## src/rtl/udm_bus_decoder.sv

```systemverilog
// udm_bus_decoder: fans the udm master out to N slaves and routes in-order read responses back
module udm_bus_decoder #(
    parameter int                      N_SLAVES        = 4,
    parameter logic [32*N_SLAVES-1:0]  SLAVE_BASE      = {32'h80000000, 32'h00001000, 32'h00000100, 32'h00000000},
    parameter logic [32*N_SLAVES-1:0]  SLAVE_MASK      = {32'hFFFFF000, 32'hFFFFFF00, 32'hFFFFFF00, 32'hFFFFFFF0},
    parameter int                      MAX_OUTSTANDING = 4,
    parameter logic [31:0]             ERR_RDATA       = 32'hDEADBEEF
) (
    input  logic                    clk_i,
    input  logic                    rst_i,
    input  logic                    m_req_i,
    input  logic                    m_we_i,
    input  logic [31:0]             m_addr_bi,
    input  logic [3:0]              m_be_bi,
    input  logic [31:0]             m_wdata_bi,
    output logic                    m_ack_o,
    output logic                    m_resp_o,
    output logic [31:0]             m_rdata_bo,
    output logic [N_SLAVES-1:0]     s_req_bo,
    output logic                    s_we_o,
    output logic [31:0]             s_addr_bo,
    output logic [3:0]              s_be_bo,
    output logic [31:0]             s_wdata_bo,
    input  logic [N_SLAVES-1:0]     s_ack_bi,
    input  logic [N_SLAVES-1:0]     s_resp_bi,
    input  logic [32*N_SLAVES-1:0]  s_rdata_bi,
    output logic                    err_o,
    output logic                    unmapped_o
);
    localparam int AW = $clog2(MAX_OUTSTANDING);
    localparam int CW = AW + 1;
    localparam int EW = $clog2(N_SLAVES + 1);
    localparam logic [EW-1:0] UNM = EW'(N_SLAVES);

    logic [EW-1:0]       mem [MAX_OUTSTANDING];
    logic [AW-1:0]       wr_ptr, rd_ptr;
    logic [CW-1:0]       count;
    logic [N_SLAVES-1:0] win, hmask;
    logic [EW-1:0]       sel, head;
    logic [31:0]         hdata;
    logic                hit, full, empty, ok, push, pop, head_unm, hresp, bad;

    assign s_we_o     = m_we_i;
    assign s_addr_bo  = m_addr_bi;
    assign s_be_bo    = m_be_bi;
    assign s_wdata_bo = m_wdata_bi;
    assign full       = count == CW'(MAX_OUTSTANDING);
    assign empty      = count == '0;
    assign head       = mem[rd_ptr];

    // address decode: scan downwards so the lowest matching slave index wins
    always_comb begin
        win = '0;
        sel = UNM;
        for (int i = N_SLAVES - 1; i >= 0; i--)
            if ((m_addr_bi & SLAVE_MASK[32*i +: 32]) == SLAVE_BASE[32*i +: 32]) begin
                win = '0;
                win[i] = 1'b1;
                sel = EW'(i);
            end
        hit = |win;
    end

    // request path: writes never need a FIFO slot, reads stall while the tracker is full
    always_comb begin
        ok         = m_we_i | ~full;
        s_req_bo   = win & {N_SLAVES{m_req_i & ok}};
        m_ack_o    = hit ? (|(win & s_ack_bi) & ok) : (m_req_i & ok);
        push       = m_req_i & m_ack_o & ~m_we_i;
        unmapped_o = m_req_i & m_ack_o & ~hit;
    end

    // response path: route the head slave's response, or answer an unmapped read from the registered head
    always_comb begin
        hmask = '0;
        hdata = '0;
        for (int j = 0; j < N_SLAVES; j++)
            if (!empty && head == EW'(j)) begin
                hmask[j] = 1'b1;
                hdata = s_rdata_bi[32*j +: 32];
            end
        head_unm   = ~empty & (head == UNM);
        hresp      = |(s_resp_bi & hmask);
        m_resp_o   = head_unm | hresp;
        m_rdata_bo = head_unm ? ERR_RDATA : hresp ? hdata : '0;
        pop        = m_resp_o;
        bad        = |(s_resp_bi & ~hmask);
    end

    // tracker pointers, occupancy and the sticky protocol error
    always_ff @(posedge clk_i or posedge rst_i)
        if (rst_i) begin
            wr_ptr <= '0;
            rd_ptr <= '0;
            count  <= '0;
            err_o  <= 1'b0;
        end else begin
            if (push) wr_ptr <= wr_ptr + 1'b1;
            if (pop) rd_ptr <= rd_ptr + 1'b1;
            count <= count + CW'(push) - CW'(pop);
            err_o <= err_o | bad;
        end

    // tracker storage holds the target slave index (or the unmapped tag) of each accepted read
    always_ff @(posedge clk_i)
        if (push) mem[wr_ptr] <= sel;
endmodule

```

## config.mk

```make
export PLATFORM = sky130hd
export DESIGN_NAME = udm_bus_decoder
export DESIGN_NICKNAME = d
export VERILOG_FILES = /design/src/rtl/udm_bus_decoder.sv
export SDC_FILE = /design/constraint.sdc
export NUM_CORES = 1
export LEC_CHECK = 0
export CAP_MARGIN = 20
export CORE_AREA = 8 8 115 117
export CTS_CLUSTER_DIAMETER = 80
export DETAILED_ROUTE_END_ITERATION = 16
export DIE_AREA = 0 0 123 125
export PLACE_DENSITY = 0.73
export SYNTH_ARGS = -nofsm -noshare
export SYNTH_HDL_FRONTEND = slang
export SYNTH_SLANG_ARGS = --single-unit
```

## constraint.sdc

```tcl
create_clock -name clk_i -period 3.34 [get_ports clk_i]
set_clock_uncertainty 0.05 [all_clocks]
set_input_delay 0.334 -clock clk_i [delete_from_list [all_inputs] [get_ports clk_i]]
set_output_delay 0.334 -clock clk_i [all_outputs]
set_load 0.02 [all_outputs]
```

# Yosys cells after proc, flatten, opt, wreduce, memory -nomap -nowiden
# Memory sizes are Yosys's and may differ from the RTL's.
# Index checks and enable logic that the tools add are counted.
[op_classes]
reduce_logical = 12
muxes = 21
bitwise_logic = 18
n_eq_ne = 8
add_sub_neg = 4
[ops]
columns = ["operator", "n"]
rows = [
  ["$mux 32", 6],
  ["$logic_not 32->1", 1],
  ["$eq 24x1->1 const B", 1],
  ["$eq 24x5->1 const B", 1],
  ["$eq 20x20->1 const B", 1],
  ["$and 4x4->4", 4],
  ["$mux 4", 4],
  ["$reduce_or 4->1", 4],
  ["$mux 3", 4],
  ["$mux 1", 7],
  ["$and 1x1->1", 6],
  ["$eq 3x2->1 const B", 2],
  ["$eq 3x3->1 const B", 2],
  ["$logic_not 3->1", 2],
  ["$add 2x1->2 const B", 2],
  ["$logic_and 1x1->1", 4],
  ["$not 1->1", 4],
  ["$not 4->4", 1],
  ["$add 3x1->3", 1],
  ["$eq 3x1->1 const B", 1],
  ["$or 1x1->1", 3],
  ["$sub 3x1->3", 1],
  ["$logic_not 1->1", 1],
]
[totals]
in_bits = 208
ramBits = 12
output_inout_bits = 109
regBits = 8
memories = 1
word_cells = 68
[mem_list]
columns = ["name", "depth", "width", "rd", "rd_clocked_by_memory_dff", "wr", "line", "source"]
rows = [
  ["mem", 4, 3, 1, 0, 1, "35", "logic [EW-1:0] mem [MAX_OUTSTANDING];"],
]

# Depth between registers and ports, before layout
[logic_depth]
depth_word = 13
mapped_depth = 13
depth_no_buf = 12

# Worst setup path before layout
# OpenSTA, ideal clock, no wires.
[synth_timing]
path_kind = "reg2reg"
from = "register rd_ptr[0]"
to = "register count[2]"
synth_period_minus_slack_ns = 3.184
required_time_ns = 3.163
setup_ns = 0.127
path_slack_ns = 0.156
arrival_time_ns = 3.008
n_path_buf = 0
stages_incl_launch_ff = 13
path_cell_list = "dfrtp_1 -> mux4_2 -> mux2i_1 -> nor3_4 -> nor3_1 -> inv_1 -> ha_1 -> inv_1 -> ha_1 -> inv_1 -> fa_1 -> xnor2_1 -> xnor2_1"
[synth_between]
elab_chain_len = 8
elab_cells_between_ends = 19
classes_between = "add/sub: 1; eq/ne: 4; mux: 4; bitwise: 3; reduce/logical: 6; memory: 1"
[synth_rtl]
columns = ["element", "line", "source"]
rows = [
  ["start, declared", "36", "logic [AW-1:0] wr_ptr, rd_ptr;"],
  ["start signal, assigned", "99", "if (pop) rd_ptr <= rd_ptr + 1'b1;"],
  ["$mem_v2 4x3 (*)", "--", ""],
  ["$eq 3x1->1, or another cell as far along", "78", "if (!empty && head == EW'(j)) begin"],
  ["$logic_and 1x1->1", "78", ""],
  ["$mux 1", "78", ""],
  ["$and 4x4->4", "83", "hresp = |(s_resp_bi & hmask);"],
  ["$reduce_or 4->1", "83", ""],
  ["$or 1x1->1 (*)", "84", "m_resp_o = head_unm | hresp;"],
  ["named net m_resp_o", "17", "output logic m_resp_o,"],
  ["$sub 3x1->3 (*)", "100", "count <= count + CW'(push) - CW'(pop);"],
  ["end signal, assigned", "100", ""],
  ["end, declared", "37", "logic [CW-1:0] count;"],
]
# Mark *: on every way through the listed nets, which the timed path passes. The rest lies on a longest branch.
# A chain may end at the register's enable or synchronous reset.

# Worst setup path in the final report
[layout_timing]
from = "memory mem[2][1] in the netlist's numbering"
to = "output port m_rdata_bo[28]"
[layout_between]
elab_chain_len = 9
elab_cells_between_ends = 23
classes_between = "eq/ne: 4; mux: 10; bitwise: 2; reduce/logical: 6; memory: 1"
[layout_rtl]
columns = ["element", "line", "source"]
rows = [
  ["start, declared", "35", ""],
  ["$mem_v2 4x3 (*)", "--", ""],
  ["$logic_not 3->1", "78", ""],
  ["$logic_and 1x1->1", "78", ""],
  ["$mux 32 (4 in series)", "78", ""],
  ["$mux 32", "85", "m_rdata_bo = head_unm ? ERR_RDATA : hresp ? hdata : '0;"],
  ["$mux 32 (*)", "85", ""],
  ["end, declared", "18", "output logic [31:0] m_rdata_bo,"],
]
# Mark *: on every way between the ends. The rest lies on a longest branch, timed or not.

==> impl_metrics.ini <==
[outcome]
outcome = completed

[die]
die-area_sq_um = 15400
ioPinCount = 317
core_area_sq_um = 11600
fp.dieW_microns = 123
start_util = 0.249
dieHeight_microns = 125
row_count = 40

[cells_and_area]
seq_area_sq_um = 562
layout.cells.non_filler = 643
multiInputGateArea_sq_um = 1690
utilization = 0.443
syn_to_final_growth_pct = 77.6
fillers = 1121
finalNetCount = 712
drive_gt1_frac = 0.0968
diodes = 0

[flow_run]
max_cap_violations = 0

[worst_hold_path]
hold_class = in2async

[clocking]
clk_path_buf_depth = 2
htreeDepth = 1
insertion_delay_ns = 0.25
ctsHoldBuffers = 0
cts_setup_buffers = 0
cts-root-buf = clkbuf_16
cts_buffers = 3
cts_sinks = 20
clkTransAtPathRegs_ns = 0.05
cts_tree = done

[synth]
ys_warn_count = 0
ys_types = 49
postSynthAreaPerCell_sq_um = 8.80
ys.flop_type = edfxtp_1
synth_cells = 329
ys_async_sr_fraction = 0.400
synth_top_area_cell = buf_4
synth_edf_count = 12
ys_ff_latch = 20
synth_top_area_frac = 0.187
synth.cell_area_sq_um = 2890
synth-seq-area-share = 0.194
syn-num-nets = 544
ys_top_cells_by_area = buf_4 (19%), edfxtp_1 (12%), a222oi_1 (8.3%)

[power]
totalPowerFinal_w = 0.00333
ir_drop_mv = 0.365
power_density_nw_per_um2 = 649
cellLeakagePower_nw = 2.20

[timing]
slew_headroom = 0.557
hold_violations = 0
rsz0062_at_grt = yes
setup_viol = 0
drv_slew = 0
fin_crit_ns = 3.24
worst_pin_slew_ns = 0.664
period_share = 0.970
fmax_mhz = 309
setup_slack_ns = 0.0995

[detailed_routing]
drc_errors = 0
drt_iter0_drc = 429
viasPerCell = 5.35
first_pass_iters = 6
via_count = 3437
wirelength_mm = 14.0
drtAntennaViolNets = 0
wire_per_inst_microns = 21.7

[global_routing]
grt_pass1_wl_mm = 20.3
grt_max_degree = 27
antenna_found_initial = 0
use_met3 = 0.0680
grt_usage = 0.163
first_global_vias = 3557
top_usage_layer = met2
grtUsageMet1 = 0.180
gr-usage-met2 = 0.288
grt-ovfl-total = 0

[place]
hpwl_mm = 11.5
routabilityCongestion = 0.877
dp.cells = 638
port_buffers = 236
dpl_worst_slack_ns = -0.0936

[setup_path]
path_class = reg2out
worstPathArrival_ns = 2.86
cp-start-kind = register
crit_fanout = 25
critPathRequiredTime_ns = 2.96
endpoint_kind = primary output
==> power by group <==
group          switching, W  internal, W  total [W]
combinational       0.00145      0.00124    0.00269
clock             0.0000795     0.000159   0.000238
sequential        0.0000736     0.000330   0.000404
==> layout by cell type, fill, tap and decap left out, drive strengths merged, types with 4 or more instances in the layout <==
master and instances:
clkdlybuf4s50 204, a22oi 29, o22ai 25, a222oi 24, dlymetal6s2s 23, buf 18, nor2 13, inv 13
edfxtp 12, mux2i 10, dlygate4sd2 9, nand2 8, dfrtp 8, nor3 8, nand2b 7, a221oi 7
o21ai 7, ha 6, mux4 5, xnor2 5, and2 5, nor4 5, a21oi 5, or2 4
==> Yosys cell counts, types with 2 or more instances <==
cell,count
mux2i_1,10
o31ai_1,2
nand3_1,3
or2_2,3
nor3_1,3
nor3_4,4
inv_2,2
clkbuf_1,6
mux4_2,5
and3_1,3
or4_1,2
a32oi_1,2
a22oi_1,29
nor2_1,13
and2_1,5
edfxtp_1,12
o21ai_0,7
inv_1,11
a221oi_1,7
buf_2,12
nand2_1,8
buf_6,2
nor4_1,4
xnor2_1,5
ha_1,6
buf_4,72
mux2_2,2
o22ai_1,25
nand2b_1,7
a21o_1,3
a222oi_1,24
or3_1,3
dfrtp_1,8
a21oi_1,4
==> registers in the layout, summed over array words and instances, names as in the netlist <==
signal and cells:
wr_ptr 2, mem 12, err_o 1, rd_ptr 2, count 3
==> kinds of logic after synthesis <==
logic type,share of synthesized area
adder cells (fa/ha/maj),0.0329
XOR/XNOR,0.0151
buffers and inverters,0.240
flip-flops,0.194
AND/OR/NAND/NOR,0.142
AO/OA/AOI/OAI,0.291
multiplexers,0.0852
==> worst max-delay path: stages (launching register included) <==
cell             delay, ns
edfxtp_1              0.41
or2_2                 0.32
mux4_2                0.54
nor3_4                0.23
buf_12                0.21
o22ai_1               0.10
a32oi_1               0.15
clkdlybuf4s50_1       0.63
==> path summary, 6_finish.rpt <==
kind | startpoint | slack [ns] | cells after the start | end
max | mem[2][1]$_DFFE_PP_ | 0.1 | 7 | m_rdata_bo[28]
min | rst_i | 0.30 | 2 | wr_ptr[1]$_DFFE_PP0P_
max reg2reg | rd_ptr[0]$_DFFE_PP0P_ | 0.19 | 12 | count[2]$_DFF_PP0_
min reg2reg | err_o$_DFF_PP0_ | 0.42 | 1 | err_o$_DFF_PP0_
max in group asynchronous | rst_i | 2.67 | 2 | rd_ptr[0]$_DFFE_PP0P_
min in group clk_i | err_o$_DFF_PP0_ | 0.42 | 1 | err_o$_DFF_PP0_
==> layer usage <==
| metal | routed length, microns | share of wire |
|---|---|---|
| met1 | 5150 | 0.37 |
| met2 | 6770 | 0.48 |
| met3 | 1900 | 0.14 |
| met4 | 159 | 0.011 |
| met5 | 0 | 0 |
==> what timing repair did <==
action                     in CTS  in global routing
resized for setup              13                 28
cloned                          0                  1
setup endpoints to repair      36                 27
==> cell type report <==
cell class | instances | share of cell area
clock buffers | 3 | 0.0146
clock inverters | 1 | 0.000730
inverters | 13 | 0.00949
multi-input cells | 205 | 0.329
flip-flops and latches | 20 | 0.109
well taps | 147 | 0.0358
repair buffers | 254 | 0.501
==> through the flow <==
step | hold slack, ns | TNS, ns | instance area [sq um]
2_1_floorplan | 0.0997 | 0 | 2890
3_3_place_gp | 0.417 | 0 | 4960
3_5_place_dp | 0.414 | -0.305 | 4960
4_1_cts | 0.306 | 0 | 5050
5_1_grt | 0.329 | -0.00400 | 5140
6_report | 0.295 | 0 | 5140
Note: power is estimated with default switching activity, not from simulation.
